## config.mk

```make
export PLATFORM = sky130hd
export DESIGN_NAME = sprite_vram_loader
export DESIGN_NICKNAME = d
export VERILOG_FILES = /design/src/rtl/sprite_vram_loader.sv
export SDC_FILE = /design/constraint.sdc
export NUM_CORES = 1
export LEC_CHECK = 0
export CORE_ASPECT_RATIO = 0.7
export CORE_UTILIZATION = 51
export DETAILED_ROUTE_END_ITERATION = 10
export HOLD_SLACK_MARGIN = 0.08
export PLACE_DENSITY = 0.78
export SYNTH_ARGS = -nofsm -noshare
export SYNTH_HDL_FRONTEND = slang
export SYNTH_SLANG_ARGS = --single-unit
export TNS_END_PERCENT = 1
```

## constraint.sdc

```tcl
create_clock -name clk -period 2.5 [get_ports clk]
set_input_delay 0.5 -clock clk [delete_from_list [all_inputs] [get_ports clk]]
set_output_delay 0.5 -clock clk [all_outputs]
set_load 0.02 [all_outputs]
```

## src/rtl/sprite_vram_loader.sv

```systemverilog
// Writes one ENTITYSIZE x ENTITYSIZE sprite into a single-port VRAM, in raster order,
// from either a pixel stream (with optional colour-key skip) or a constant fill value.
//
// state | meaning
// IDLE  | waiting for i_start; latches mode, fill value and key enable
// LOAD  | accepting stream beats, one registered VRAM write per accepted beat
// FILL  | one registered VRAM write of the latched fill value per cycle
// DONE  | last write on the bus, o_done pulse; returns to IDLE next edge
module sprite_vram_loader #(
  parameter int                    ADDR_WIDTH = 8,
  parameter int                    DATA_WIDTH = 8,
  parameter int                    ENTITYSIZE = 32,
  parameter logic [DATA_WIDTH-1:0] KEY        = '0
) (
  input  logic                  clk,
  input  logic                  rst,
  input  logic                  i_start,
  input  logic                  i_mode,
  input  logic [DATA_WIDTH-1:0] i_fill,
  input  logic                  i_key_en,
  input  logic                  i_valid,
  input  logic [DATA_WIDTH-1:0] i_data,
  output logic                  o_ready,
  output logic [ADDR_WIDTH-1:0] o_addr,
  output logic                  o_write,
  output logic [DATA_WIDTH-1:0] o_wdata,
  output logic                  o_busy,
  output logic                  o_done
);

  localparam int                    SHIFT    = $clog2(ENTITYSIZE);
  localparam logic [ADDR_WIDTH-1:0] EDGE_MAX = ADDR_WIDTH'(ENTITYSIZE - 1);

  typedef enum logic [1:0] {
    S_IDLE = 2'd0,
    S_LOAD = 2'd1,
    S_FILL = 2'd2,
    S_DONE = 2'd3
  } state_t;

  state_t                r_state;
  logic [ADDR_WIDTH-1:0] r_x;
  logic [ADDR_WIDTH-1:0] r_y;
  logic [DATA_WIDTH-1:0] r_fill;
  logic                  r_key_en;
  logic [ADDR_WIDTH-1:0] r_addr;
  logic                  r_write;
  logic [DATA_WIDTH-1:0] r_wdata;
  logic                  r_done;

  logic                  w_load_beat;
  logic                  w_step;
  logic                  w_last;
  logic                  w_skip;
  logic [ADDR_WIDTH-1:0] w_pix_addr;
  logic [DATA_WIDTH-1:0] w_pix_data;

  assign w_load_beat = (r_state == S_LOAD) && i_valid;
  assign w_step      = w_load_beat || (r_state == S_FILL);
  assign w_last      = (r_x == EDGE_MAX) && (r_y == EDGE_MAX);
  // x < ENTITYSIZE and ENTITYSIZE is a power of two, so OR-ing equals y*ENTITYSIZE + x
  assign w_pix_addr  = (r_y << SHIFT) | r_x;
  assign w_pix_data  = (r_state == S_FILL) ? r_fill : i_data;
  assign w_skip      = (r_state == S_LOAD) && r_key_en && (i_data == KEY);

  always_ff @(posedge clk or posedge rst) begin
    if (rst) begin
      r_state  <= S_IDLE;
      r_x      <= '0;
      r_y      <= '0;
      r_fill   <= '0;
      r_key_en <= 1'b0;
      r_addr   <= '0;
      r_write  <= 1'b0;
      r_wdata  <= '0;
      r_done   <= 1'b0;
    end else begin
      r_write <= 1'b0;
      r_done  <= 1'b0;
      case (r_state)
        S_IDLE: begin
          if (i_start) begin
            r_fill   <= i_fill;
            r_key_en <= i_key_en;
            r_x      <= '0;
            r_y      <= '0;
            r_state  <= i_mode ? S_FILL : S_LOAD;
          end
        end
        S_LOAD, S_FILL: begin
          if (w_step) begin
            r_addr  <= w_pix_addr;
            r_wdata <= w_pix_data;
            r_write <= !w_skip;
            if (r_x == EDGE_MAX) begin
              r_x <= '0;
              r_y <= r_y + ADDR_WIDTH'(1);
            end else begin
              r_x <= r_x + ADDR_WIDTH'(1);
            end
            if (w_last) begin
              r_state <= S_DONE;
              r_done  <= 1'b1;
            end
          end
        end
        S_DONE: r_state <= S_IDLE;
        default: r_state <= S_IDLE;
      endcase
    end
  end

  assign o_ready = (r_state == S_LOAD);
  assign o_busy  = (r_state != S_IDLE);
  assign o_addr  = r_addr;
  assign o_write = r_write;
  assign o_wdata = r_wdata;
  assign o_done  = r_done;

endmodule

```

* After elaboration in Yosys (flattened, before gate mapping)
Index checks and enable logic that the tools add are counted.
** Operators by class
- $add $sub $neg :: 2
- Equal/unequal tests :: 9
- Mux-type cells :: 18
- Bitwise logic cells :: 1
- Reduce and logical (&&, ||, !) cells :: 16
** Operators with widths (number)
- $mux W8 :: 6
- $pmux W8 S2 :: 2
- $add A8 B1 Y8 const B :: 2
- $eq A8 B5 Y1 const B :: 2
- $logic_not A8 Y1 :: 1
- $mux W2 :: 4
- $ne A2 B2 Y1 const B :: 4
- $or A8 B8 Y8 :: 1
- $pmux W2 S3 :: 1
- $reduce_and A3 Y1 :: 2
- $mux W1 :: 5
- $eq A2 B2 Y1 const B :: 2
- $logic_and A1 B1 Y1 :: 4
- $reduce_and A2 Y1 :: 2
- $reduce_and A4 Y1 :: 1
- $reduce_bool A2 Y1 :: 2
- $eq A2 B1 Y1 const B :: 1
- $logic_not A2 Y1 :: 1
- $reduce_or A2 Y1 :: 1
- $logic_not A1 Y1 :: 1
- $logic_or A1 B1 Y1 :: 1
** Word-level totals
- Register bits after elaboration :: 45
- Input port bits :: 22
- Output and inout bits :: 20
- Word-level logic and storage cells :: 55

* Longest topological paths before layout
Gate-level depths: netlist (run 1).
- Depth in word-level cells :: 6
- Gate-level depth with buffers :: 9
- Mapped depth without buffers :: 6

* Worst setup path before layout (run 1)
Ideal clock, no wire load.
- Path kind :: reg-to-reg
- Start :: register r_state[0]
- End :: register r_y[0]
- Library setup time :: 125 ps
- Arrival :: 1911 ps
- Required time :: 2375 ps
- Path slack :: 464 ps
- Cell stages (with the launch flop) :: 9
- Buffers on the path :: 2
- Clock period less this slack :: 2036 ps
- Cell sequence :: dfrtp_1 > inv_1 > ha_1 > buf_4 > inv_1 > a21oi_1 > clkbuf_1 > nor2_1 > mux2_2
** Between the ends
- Word-level cells in the longest chain between the ends :: 5
** RTL lines
- from (decl) :: RTL line 41 : state_t r_state;
- from (signal assigned) :: RTL line 87 : r_state <= i_mode ? S_FILL : S_LOAD;
- $eq A2 B1 Y1 :: RTL line 58, 80
- $logic_and A1 B1 Y1 :: RTL line 58 : assign w_load_beat = (r_state == S_LOAD) && i_valid;
- $logic_or A1 B1 Y1 :: RTL line 59 : assign w_step = w_load_beat || (r_state == S_FILL);
- $ne A2 B2 Y1 (no source line)
- $reduce_and A4 Y1 (no source line)
- to (signal assigned) :: RTL line 97 : r_y <= r_y + ADDR_WIDTH'(1);
- to (decl) :: RTL line 43 : logic [ADDR_WIDTH-1:0] r_y;
Parallel ways exist; a longest one is shown, timed or not.
A chain may end at the register's enable or synchronous reset.

* Worst setup path after layout (run 1)
- Start :: register r_state[1]
- End :: output o_busy
** Between the ends
- Word-level cells in the longest chain between the ends :: 1
** RTL lines
- $reduce_bool A2 Y1 :: RTL line 114 : assign o_busy = (r_state != S_IDLE);
- to (decl) :: RTL line 27 : output logic o_busy,
Every way passes these cells.

==> results of run 1 <==
placed cells by master (no fill, tap or decap), types with 4 or more instances in the layout:
cell type        Yosys  final
inv_1                8      7
nand3_1              7      7
nand2_1             13     13
nor2_1              20     19
or3_1                4      4
o31ai_1              8      8
clkdlybuf4s50_1      0     41
dfrtp_1             45     45
mux2i_1             10     10
ha_1                 5      5
or4_1                8      8
buf_4                2     11
a21oi_1             26     26
mux2_2              15     15
o21ai_0              7      7
clkbuf_8             0      5
cells by family (layout without fill, tap and decap cells):
logic type      after synthesis  after routing  share of synthesized area
compound gates               48             48                      0.134
fa+ha+maj                     5              5                     0.0291
buf+inv                      17             68                     0.0350
flops                        45             45                      0.524
mux                          25             25                      0.125
simple gates                 63             63                      0.152
power groups by stage:
stage               Combinational (mW)  Sequential (mW)  Clock (mW)
floorplan                         1.00             1.27           0
global placement                  1.74             1.16           0
detailed placement                1.78             1.17           0
CTS                               1.80             1.16       0.675
global route                      1.97             1.19       0.710
finish                            1.80             1.16       0.670
worst register-to-register path: stages (launching register included):
cell	delay [ns]
dfrtp_1	0.39
inv_1	0.10
ha_1	0.38
inv_1	0.24
a21oi_1	0.16
buf_4	0.21
nor4_1	0.36
mux2i_1	0.25
area by class of cell:
class                           instances  area [um^2]  share of cell area
Clock inverter                          3         68.8              0.0246
Multi-Input combinational cell        141          948               0.339
Inverter                                8         30.0              0.0107
Sequential cell                        45         1130               0.402
Timing Repair Buffer                   52          493               0.176
Clock buffer                            5         68.8              0.0246
Tap cell                               52         65.1              0.0232
Yosys cell counts (all sizes together) (2+ instances only):
master   n
nor2    20
clkbuf   4
a21oi   26
o31ai    8
or3      5
mux2    15
nor3     2
buf      5
nand4    2
o21ai    7
ha       5
nand2   13
mux2i   10
dfrtp   45
nand3    7
and4     2
or4      9
inv      8
stage by stage:
stage | hold WS [ns] | std cells | instance area, um^2 | setup WS [ns] | utilization
2_1_floorplan | 0.479 | 203 | 2150 | 0.464 | -
3_3_place_gp | 0.489 | 298 | 2660 | 0.278 | 0.671
3_5_place_dp | 0.496 | 298 | 2660 | 0.225 | 0.671
4_1_cts | 0.519 | 306 | 2800 | 0.213 | 0.705
5_1_grt | 0.539 | 306 | 2800 | 0.0946 | 0.705
6_report | 0.516 | 306 | 2800 | 0.213 | 0.705
metal layers:
metal	vias to the layer above	track usage	wire [um]
li1	850	-	-
met1	842	0.386	2530
met2	40	0.337	2150
met3	4	0.0667	203
met4	0	0.0468	23
met5	-	0	0
state kept, by name, summed over array words and instances (netlist names):
register,cells
o_addr,8
o_wdata,8
r_fill,8
r_x,8
r_y,8
r_state,2
o_done,1
o_write,1
r_key_en,1
worst min path at each step:
stage	start	cells past startpoint	end
detailed placement	o_addr[3]$_DFFE_PP0P_	1	o_addr[3]$_DFFE_PP0P_
finish	r_fill[0]$_DFFE_PP0P_	1	r_fill[0]$_DFFE_PP0P_
CTS	r_fill[0]$_DFFE_PP0P_	1	r_fill[0]$_DFFE_PP0P_
global placement	r_fill[1]$_DFFE_PP0P_	1	r_fill[1]$_DFFE_PP0P_
global route	r_fill[0]$_DFFE_PP0P_	1	r_fill[0]$_DFFE_PP0P_
floorplan	r_key_en$_DFFE_PP0P_	1	r_key_en$_DFFE_PP0P_
==> flow_summary.toml, run 1 <==
[timing]
drv_slew = 0
hold_violations = 0
worst_pin_slew_ns = 0.561
setup_tns_ns = 0
report.final.setup_viol = 0
period_needed_ns = 2.29
relSlewSlack = 0.626
max_freq_mhz = 437
period_share = 0.915
grt_setup_unrepaired = "false"
fin_skew_ns = 0.00521

[critical_path]
required_ns = 2.00
cp-start-kind = "register"
cp_data_arrival_time_ns = 1.79
cp-startpoint = "r_state[1]$_DFFE_PP0P_"
cp_slowest_stage_delay_ns = 0.53
worstSetupEndpointType = "output pin"
r2r_cells = 7
path_depth = 4
cpMostUsedCell = "inv_1"
slowest_stage = "clkdlybuf4s50_1"
rrSetupSlack_ns = 0.33
crit_end = "o_busy"
path_cells = "inv_1 > ha_1 > inv_1 > clkdlybuf4s50_1"
timing.rr.start = "r_state[1]$_DFFE_PP0P_"
path_class = "reg -> out"
r2r_end = "r_y[6]$_DFFE_PP0P_"
path_max_fanout = 8
cp_top_family = "buffers and inverters"
path_buf_inv = 3

[die]
die_w_um = 79.6
fp-row-count = 19
core_mm2 = 0.00397
die_area_mm2 = 0.00448
die_y_um = 56.3
io_pins = 42
start_util = 0.541

[synthesis]
ys_top_cells_by_area = "dfrtp_1 52%, mux2_2 7.9%, a21oi_1 6.1%, mux2i_1 4.7%, nor2_1 3.5%"
netlist_area_mm2 = 0.00215
synthDistinctLibCells = 31
syn_area_per_cell_um2 = 10.6
synthArstFlopShare = 1.00
yosysTopAreaCell = "dfrtp_1"
synth_seq_area_share = 0.524
synth-main-ff-cell = "dfrtp_1"
synth_warnings = 0
synth_cells = 203
syn_nets = 230
synth-seq-cells = 45
synth-edff-count = 0
netlist.area_leader.share = 0.524

[layout]
area.growth.synth_to_final_pct = 30.4
num_antenna_cells = 0
drive_gt1_frac = 0.150
n_fill_cell = 320
fin_nets = 280

[clock_tree]
root_buffer = "clkbuf_8"
clkSinkCount = 45
htreeDepth = 2
cts_buffers = 5
clockBufferDepth = 2
clkSlewWorstSetupHoldPaths_ns = 0.09
clk_latency_ns = 0.30
cts_setup_buffers = 0
cts_resized = 0
cts_tree = "done"
cts_hold_buf = 0

[power]
p_per_area_mw_per_mm2 = 1300
power_frac_comb = 0.496
clkPwrFrac = 0.185
p_total_mw = 3.63
peakVddDrop_v = 0.000936
power.internal_mw = 2.18
p_sw_mw = 1.45
p_leak_nw = 1.17
p_seq_frac = 0.319
switching_share = 0.399

[drt]
drtAntennaViolNets = 0
drtIter0Drc = 96
first_pass_iters = 5
drt-total-wl_mm = 4.90
vias = 1736
wl_per_cell_um = 16.0
drc_errors = 0
routed_via_density = 5.67

[global_routing]
grt_max_degree = 46
grt_pass1_vias = 1690
antenna_found_initial = 0
grt_usage = 0.246
grt_overflow = 0
grt_pass1_wl_mm = 8.26

[run]
max_cap_viol_count = 0

[status]
status = "finished clean"

[place]
routabilityCongestion = 0.845
hpwl_mm = 3.51
io_buffer_count = 41

[min_path]
hp-class = "reg -> reg"
Note: power is estimated with default switching activity, not from simulation.
==> inputs of run 2 (changes only) <==
--- a/config.mk
+++ b/config.mk
@@ -5,11 +5,12 @@
 export SDC_FILE = /design/constraint.sdc
 export NUM_CORES = 1
 export LEC_CHECK = 0
+export ABC_CLOCK_PERIOD_IN_PS = 2500
 export CORE_ASPECT_RATIO = 0.7
-export CORE_UTILIZATION = 51
+export CORE_UTILIZATION = 40
 export DETAILED_ROUTE_END_ITERATION = 10
 export HOLD_SLACK_MARGIN = 0.08
-export PLACE_DENSITY = 0.78
+export PLACE_DENSITY = 0.63
 export SYNTH_ARGS = -nofsm -noshare
 export SYNTH_HDL_FRONTEND = slang
 export SYNTH_SLANG_ARGS = --single-unit
==> run 2 against run 1 <==
Against the previous run: cell count grew 5.9%; sequential power is essentially flat; core utilization shrank 14 points; critical path depth is the same; flip-flop and latch count is the same; power shrank 2.6%; non-clock buffer count grew 1; via count shrank 3.1%; first-iteration DRC count shrank 28%; worst hold slack lost 0.0075 ns; clock skew shrank 0.0027 ns; critical path type unchanged; largest cell class unchanged; largest power group unchanged.
==> flow_summary.toml, run 2 (same netlist as run 1, synthesis figures left out) <==
[die]
core_mm2 = 0.00497
die_y_um = 63.3
die_area_mm2 = 0.00567
start_util = 0.432
io_pins = 42
fp-row-count = 21
die_w_um = 89.6

[clock_tree]
clk_latency_ns = 0.30
cts_tree = "done"
cts_setup_buffers = 0
htreeDepth = 2
clkSinkCount = 45
clkSlewWorstSetupHoldPaths_ns = 0.09
root_buffer = "clkbuf_8"
clockBufferDepth = 2
cts_buffers = 5
cts_resized = 0
cts_hold_buf = 0

[layout]
drive_gt1_frac = 0.153
fin_nets = 281
final_cell_mix = "45 x dfrtp_1, 41 x clkdlybuf4s50_1, 26 x a21oi_1, 19 x nor2_1, 15 x mux2_2"
post-route-util = 0.566
n_fill_cell = 435
num_antenna_cells = 0
area.growth.synth_to_final_pct = 30.9
layout_commonest_cell = "dfrtp_1"

[min_path]
min_to = "r_fill[3]$_DFFE_PP0P_"
min_from = "r_fill[3]$_DFFE_PP0P_"
hold-path-cell-count = 1
hp-class = "reg -> reg"

[critical_path]
path_max_fanout = 8
slowest_stage = "clkdlybuf4s50_1"
rrSetupSlack_ns = 0.24
r2r_end = "r_y[5]$_DFFE_PP0P_"
cp_data_arrival_time_ns = 1.77
required_ns = 2.00
cp_top_family = "buffers and inverters"
cpMostUsedCell = "inv_1"
r2r_cells = 7
cp_slowest_stage_delay_ns = 0.53
path_class = "reg -> out"
worstSetupEndpointType = "output pin"
cp-start-kind = "register"
timing.rr.start = "r_state[0]$_DFFE_PP0P_"
path_cells = "inv_1 > ha_1 > inv_1 > clkdlybuf4s50_1"
path_buf_inv = 3

[power]
p_per_area_mw_per_mm2 = 1260
peakVddDrop_v = 0.000633
p_leak_nw = 1.17
p_total_mw = 3.53

[timing]
fin_skew_ns = 0.00253
grt_setup_unrepaired = "false"
period_share = 0.906
hold_violations = 0
worst_pin_slew_ns = 0.676
report.final.setup_viol = 0
period_needed_ns = 2.27
max_freq_mhz = 441
drv_slew = 0
relSlewSlack = 0.549
setup_tns_ns = 0

[drt]
drtIter0Drc = 69
first_pass_iters = 4
drt-total-wl_mm = 4.68
routed_via_density = 5.19
drtAntennaViolNets = 0
drc_errors = 0
vias = 1682
wl_per_cell_um = 14.4

[global_routing]
grt_usage = 0.187
antenna_found_initial = 0
grt_max_degree = 46
grt_overflow = 0
grt_pass1_vias = 1619
grt_pass1_wl_mm = 7.98

[place]
routabilityCongestion = 0.773
hpwl_mm = 3.43
io_buffer_count = 41

[status]
status = "finished clean"

[run]
max_cap_viol_count = 0
## run 2: cell count changes in the layout (fill, tap and decap cells not counted), sizes merged
cell	before	now
inv	8	7
buf	11	12
clkinvlp	0	1
bufinv	2	1
clkbuf	5	6
## run 2: stage by stage
| step | setup slack [ns] | std cells | area, um^2 | hold slack [ns] |
|---|---|---|---|---|
| after CTS | 0.229 | 324 | 2810 | 0.516 |
| final | 0.235 | 324 | 2810 | 0.508 |
| after detailed placement | 0.209 | 316 | 2690 | 0.494 |
| after global routing | 0.0835 | 324 | 2810 | 0.535 |
| after floorplan | 0.464 | 203 | 2150 | 0.479 |
| after global placement | 0.240 | 316 | 2690 | 0.486 |
## run 2: layer usage
metal | track usage | part of all wire | vias up
met5 | 0 | 0 | -
met4 | 0.0357 | 0.0056 | 0
met3 | 0.0590 | 0.051 | 4
met2 | 0.249 | 0.40 | 41
met1 | 0.293 | 0.54 | 791
li1 | - | - | 846
## run 2: where the power goes
group / leakage (nW) / internal (mW) / switching (mW) / total [mW]
clock network: 0.0574 / 0.325 / 0.259 / 0.584
registers: 0.568 / 0.985 / 0.166 / 1.15
logic: 0.540 / 0.808 / 0.988 / 1.80
total: 1.17 / 2.12 / 1.41 / 3.53
## run 2: layout make-up
cell class | instances | area, um^2 | share of cell area
Timing Repair Buffer | 53 | 500 | 0.178
Sequential cell | 45 | 1130 | 0.401
Clock inverter | 2 | 37.5 | 0.0134
Tap cell | 69 | 86.3 | 0.0307
Inverter | 8 | 30.0 | 0.0107
Multi-Input combinational cell | 141 | 948 | 0.337
Clock buffer | 6 | 82.6 | 0.0294
## run 2: how the worst max path moves through the flow
stage                           start                  to  slack [ns]  cells past startpoint
5_1_grt        r_state[0]$_DFFE_PP0P_  r_y[4]$_DFFE_PP0P_        0.08                      6
2_1_floorplan  r_state[0]$_DFFE_PP0P_  r_y[0]$_DFFE_PP0P_        0.46                      8
4_1_cts        r_state[0]$_DFFE_PP0P_              o_busy        0.23                      4
3_3_place_gp                  i_valid  r_y[5]$_DFFE_PP0P_        0.24                      6
3_5_place_dp                  i_valid  r_y[5]$_DFFE_PP0P_        0.21                      6
6_report       r_state[0]$_DFFE_PP0P_              o_busy        0.23                      4
==> patch, RTL diff (settings of run 2) <==
Re-encode `state_t` (4 states) as one-hot, 4 bits wide.
--- a/src/rtl/sprite_vram_loader.sv
+++ b/src/rtl/sprite_vram_loader.sv
@@ -31,11 +31,11 @@
   localparam int                    SHIFT    = $clog2(ENTITYSIZE);
   localparam logic [ADDR_WIDTH-1:0] EDGE_MAX = ADDR_WIDTH'(ENTITYSIZE - 1);
 
-  typedef enum logic [1:0] {
-    S_IDLE = 2'd0,
-    S_LOAD = 2'd1,
-    S_FILL = 2'd2,
-    S_DONE = 2'd3
+  typedef enum logic [3:0] {
+    S_IDLE = 4'b0001,
+    S_LOAD = 4'b0010,
+    S_FILL = 4'b0100,
+    S_DONE = 4'b1000
   } state_t;
 
   state_t                r_state;
Formal check against the unedited RTL: no difference found for any inputs over 10 cycles, from zero or initial values and one cycle with rst high; not proved beyond that.
==> patch against run 2 <==
First-iteration DRC count shrank 17%; register-to-register slack improved by 0.37 ns; synthesized cell count grew 7.4%; utilization decreased by 1.9 points; total power fell by 18%; maximum frequency fell by 4.2%; cell count up 4.6%; sequential cell count increased by 2; cell area up 5.0%; setup slack got worse by 0.10 ns; synthesized area rose by 7.3%; via count is 9.0% higher; routed wire length grew 12%.
==> patch: results (changes against run 2) <==
| Metric | Value |
|---|---|
| Sequential share of the synthesized area | `51.1% (-1.4 points)` |
| CP max-delay cell | `clkdlybuf4s50_1` |
| Worst-path clk slew | `0.09 ns (about the same)` |
| Status | `finished, final reports clean` |
| Final WL | `5.25 mm (+12%)` |
| Synthesized instance count | `218 (+7.4%)` |
| Met1 Usage GRT | `30.3% (+0.96 points)` |
| Largest net degree at the start of global routing | `48 (+4.3%)` |
| Via count | `1833 (+9.0%)` |
| Final net count | `290 (+3.2%)` |
| H-Tree Depth | `2 (unchanged)` |
| Hold Path Class | `flip-flop to flip-flop` |
| Worst vdd ir | `0.000453 V (-28%)` |
| Synth warn | `0 (unchanged)` |
| Cts bufs inserted | `5 (unchanged)` |
| Number of diodes | `0 (unchanged)` |
| M2 GR Usage | `26.6% (+1.7 points)` |
| All-Layer GR Usage | `19.4% (+0.68 points)` |
| Clock Path Buffers | `2 (unchanged)` |
| Clock skew | `0.00533 ns (+0.00280 ns)` |
| Post-DP HPWL | `3.86 mm (+13%)` |
| Placed Cells incl. Taps | `331 (+4.7%)` |
| Layout cells sized above 1 | `15.7% (+0.44 points)` |
| GR Layer Usage met3 | `4.51% (-1.4 points)` |
| Cell count of the worst reg-to-reg path | `4 (-3)` |
| Worst hold path depth | `2 (+1)` |
| 1st-pass router iterations | `4 (unchanged)` |
| Clk_lat worst skew | `0.30 ns (about the same)` |
| First-pass GRT wire length | `9.01 mm (+13%)` |
| Crit Path Max Fanout | `4 (-4)` |
| Mux cell area share after synthesis | `9.83% (-2.7 points)` |
| Drt first-iter violations | `57 (-17%)` |
| XOR/XNOR share of the synthesized area | `0.380% (+0.38 points)` |
| CP max stage delay | `0.60 ns (+0.07 ns)` |
| Non-Filler Instances | `339 (+4.6%)` |
| Global placer's final weighted congestion | `0.807 (+4.5%)` |
| Synth top area cells | `dfrtp_1, mux2_2, o21ai_0` |
| Post-synth cell types | `48 (+55%)` |
| Buffers on Ports | `41 (unchanged)` |
| Headroom to the max-slew limit | `61.2% (+6.3 points)` |
| Post-synthesis async set-or-reset flop share | `100% (unchanged)` |
| CTS root buf | `clkbuf_8` |
| Worst EP arrival | `1.87 ns (+0.10 ns)` |
| Syn nets | `242 (+5.2%)` |
| Post-CTS setup buffers | `0 (unchanged)` |
| Synth Area in Adders | `1.09% (-1.8 points)` |
| Synth Area in Compound Gates | `15.0% (+1.6 points)` |
| R2r setup slk | `0.61 ns (+0.37 ns)` |
| Leakage | `0.00122 uW (+4.6%)` |
| Synth top cells by count | `dfrtp_1, nand2_1, o21ai_0, mux2_2, nand3_1` |
| Post_cts resized | `0 (unchanged)` |
| Setup TNS | `0 ns (unchanged)` |
| Initial antenna violation count | `0 (unchanged)` |
[patch: changes by cell type in the layout (fill, tap and decap cells not counted), moves of 6 or more]
cell	before	now
or4_1	8	0
nand2_1	13	24
a21oi_1	26	1
nand3_1	7	13
o21ai_0	7	22
nor2_1	19	10
[patch: kinds of logic (layout without fill, tap and decap cells)]
kind of cell	Yosys count	in the layout
buffers and inverters	15	64
AO/OA/AOI/OAI	51	51
flip-flops	47	47
multiplexers	21	21
AND/OR/NAND/NOR	81	81
XOR/XNOR	1	1
adder cells (fa/ha/maj)	2	2
[patch: worst paths after layout]
path	start	end
min	o_addr[7]	o_addr[7]
max in group asynchronous	rst	o_addr[6]
max reg2reg	r_state[3]	r_y[4]
min in group asynchronous	rst	o_addr[0]
min reg2reg	o_addr[7]	o_addr[7]
max	r_state[3]	o_ready
[patch: power by group]
part | internal, uW | switching, uW | leakage [uW] | total (uW)
Combinational | 523 | 605 | 0.000534 | 1130
Sequential | 964 | 147 | 0.000619 | 1110
Clock | 400 | 258 | 0.0000654 | 657
[patch: layer usage]
| layer | share of wire (%) | vias to the layer above |
|---|---|---|
| met3 | 5.3 | 7 |
| met4 | 0.88 | 0 |
| met2 | 41 | 48 |
| li1 | - | 893 |
| met1 | 53 | 885 |
| met5 | 0 | - |
[patch: worst max-delay path: cells and delay by family (launching register included)]
family / cells / cell delay (ns)
AND/OR/NAND/NOR: 2 / 0.45
buffers and inverters: 2 / 0.69
flip-flops: 1 / 0.43
[patch: cell type report]
type / count / area, sq um
Timing Repair Buffer: 48 / 463
Fill cell: 500 / 2440
Clock inverter: 2 / 60.1
Sequential cell: 47 / 1180
Clock buffer: 6 / 72.6
Inverter: 8 / 30.0
Tap cell: 72 / 90.1
Multi-Input combinational cell: 156 / 1060
[patch: stage by stage]
step | setup slack, ns | power (uW) | hold slack (ns) | cell area, sq um | util, %
floorplan | 0.801 | 1810 | 0.471 | 2300 | -
global placement | 0.408 | 2230 | 0.463 | 2820 | 52.2
detailed placement | 0.373 | 2250 | 0.470 | 2820 | 52.2
CTS | 0.129 | 2920 | 0.490 | 2950 | 54.7
global route | 0.0219 | 3080 | 0.507 | 2950 | 54.7
finish | 0.134 | 2900 | 0.485 | 2950 | 54.7
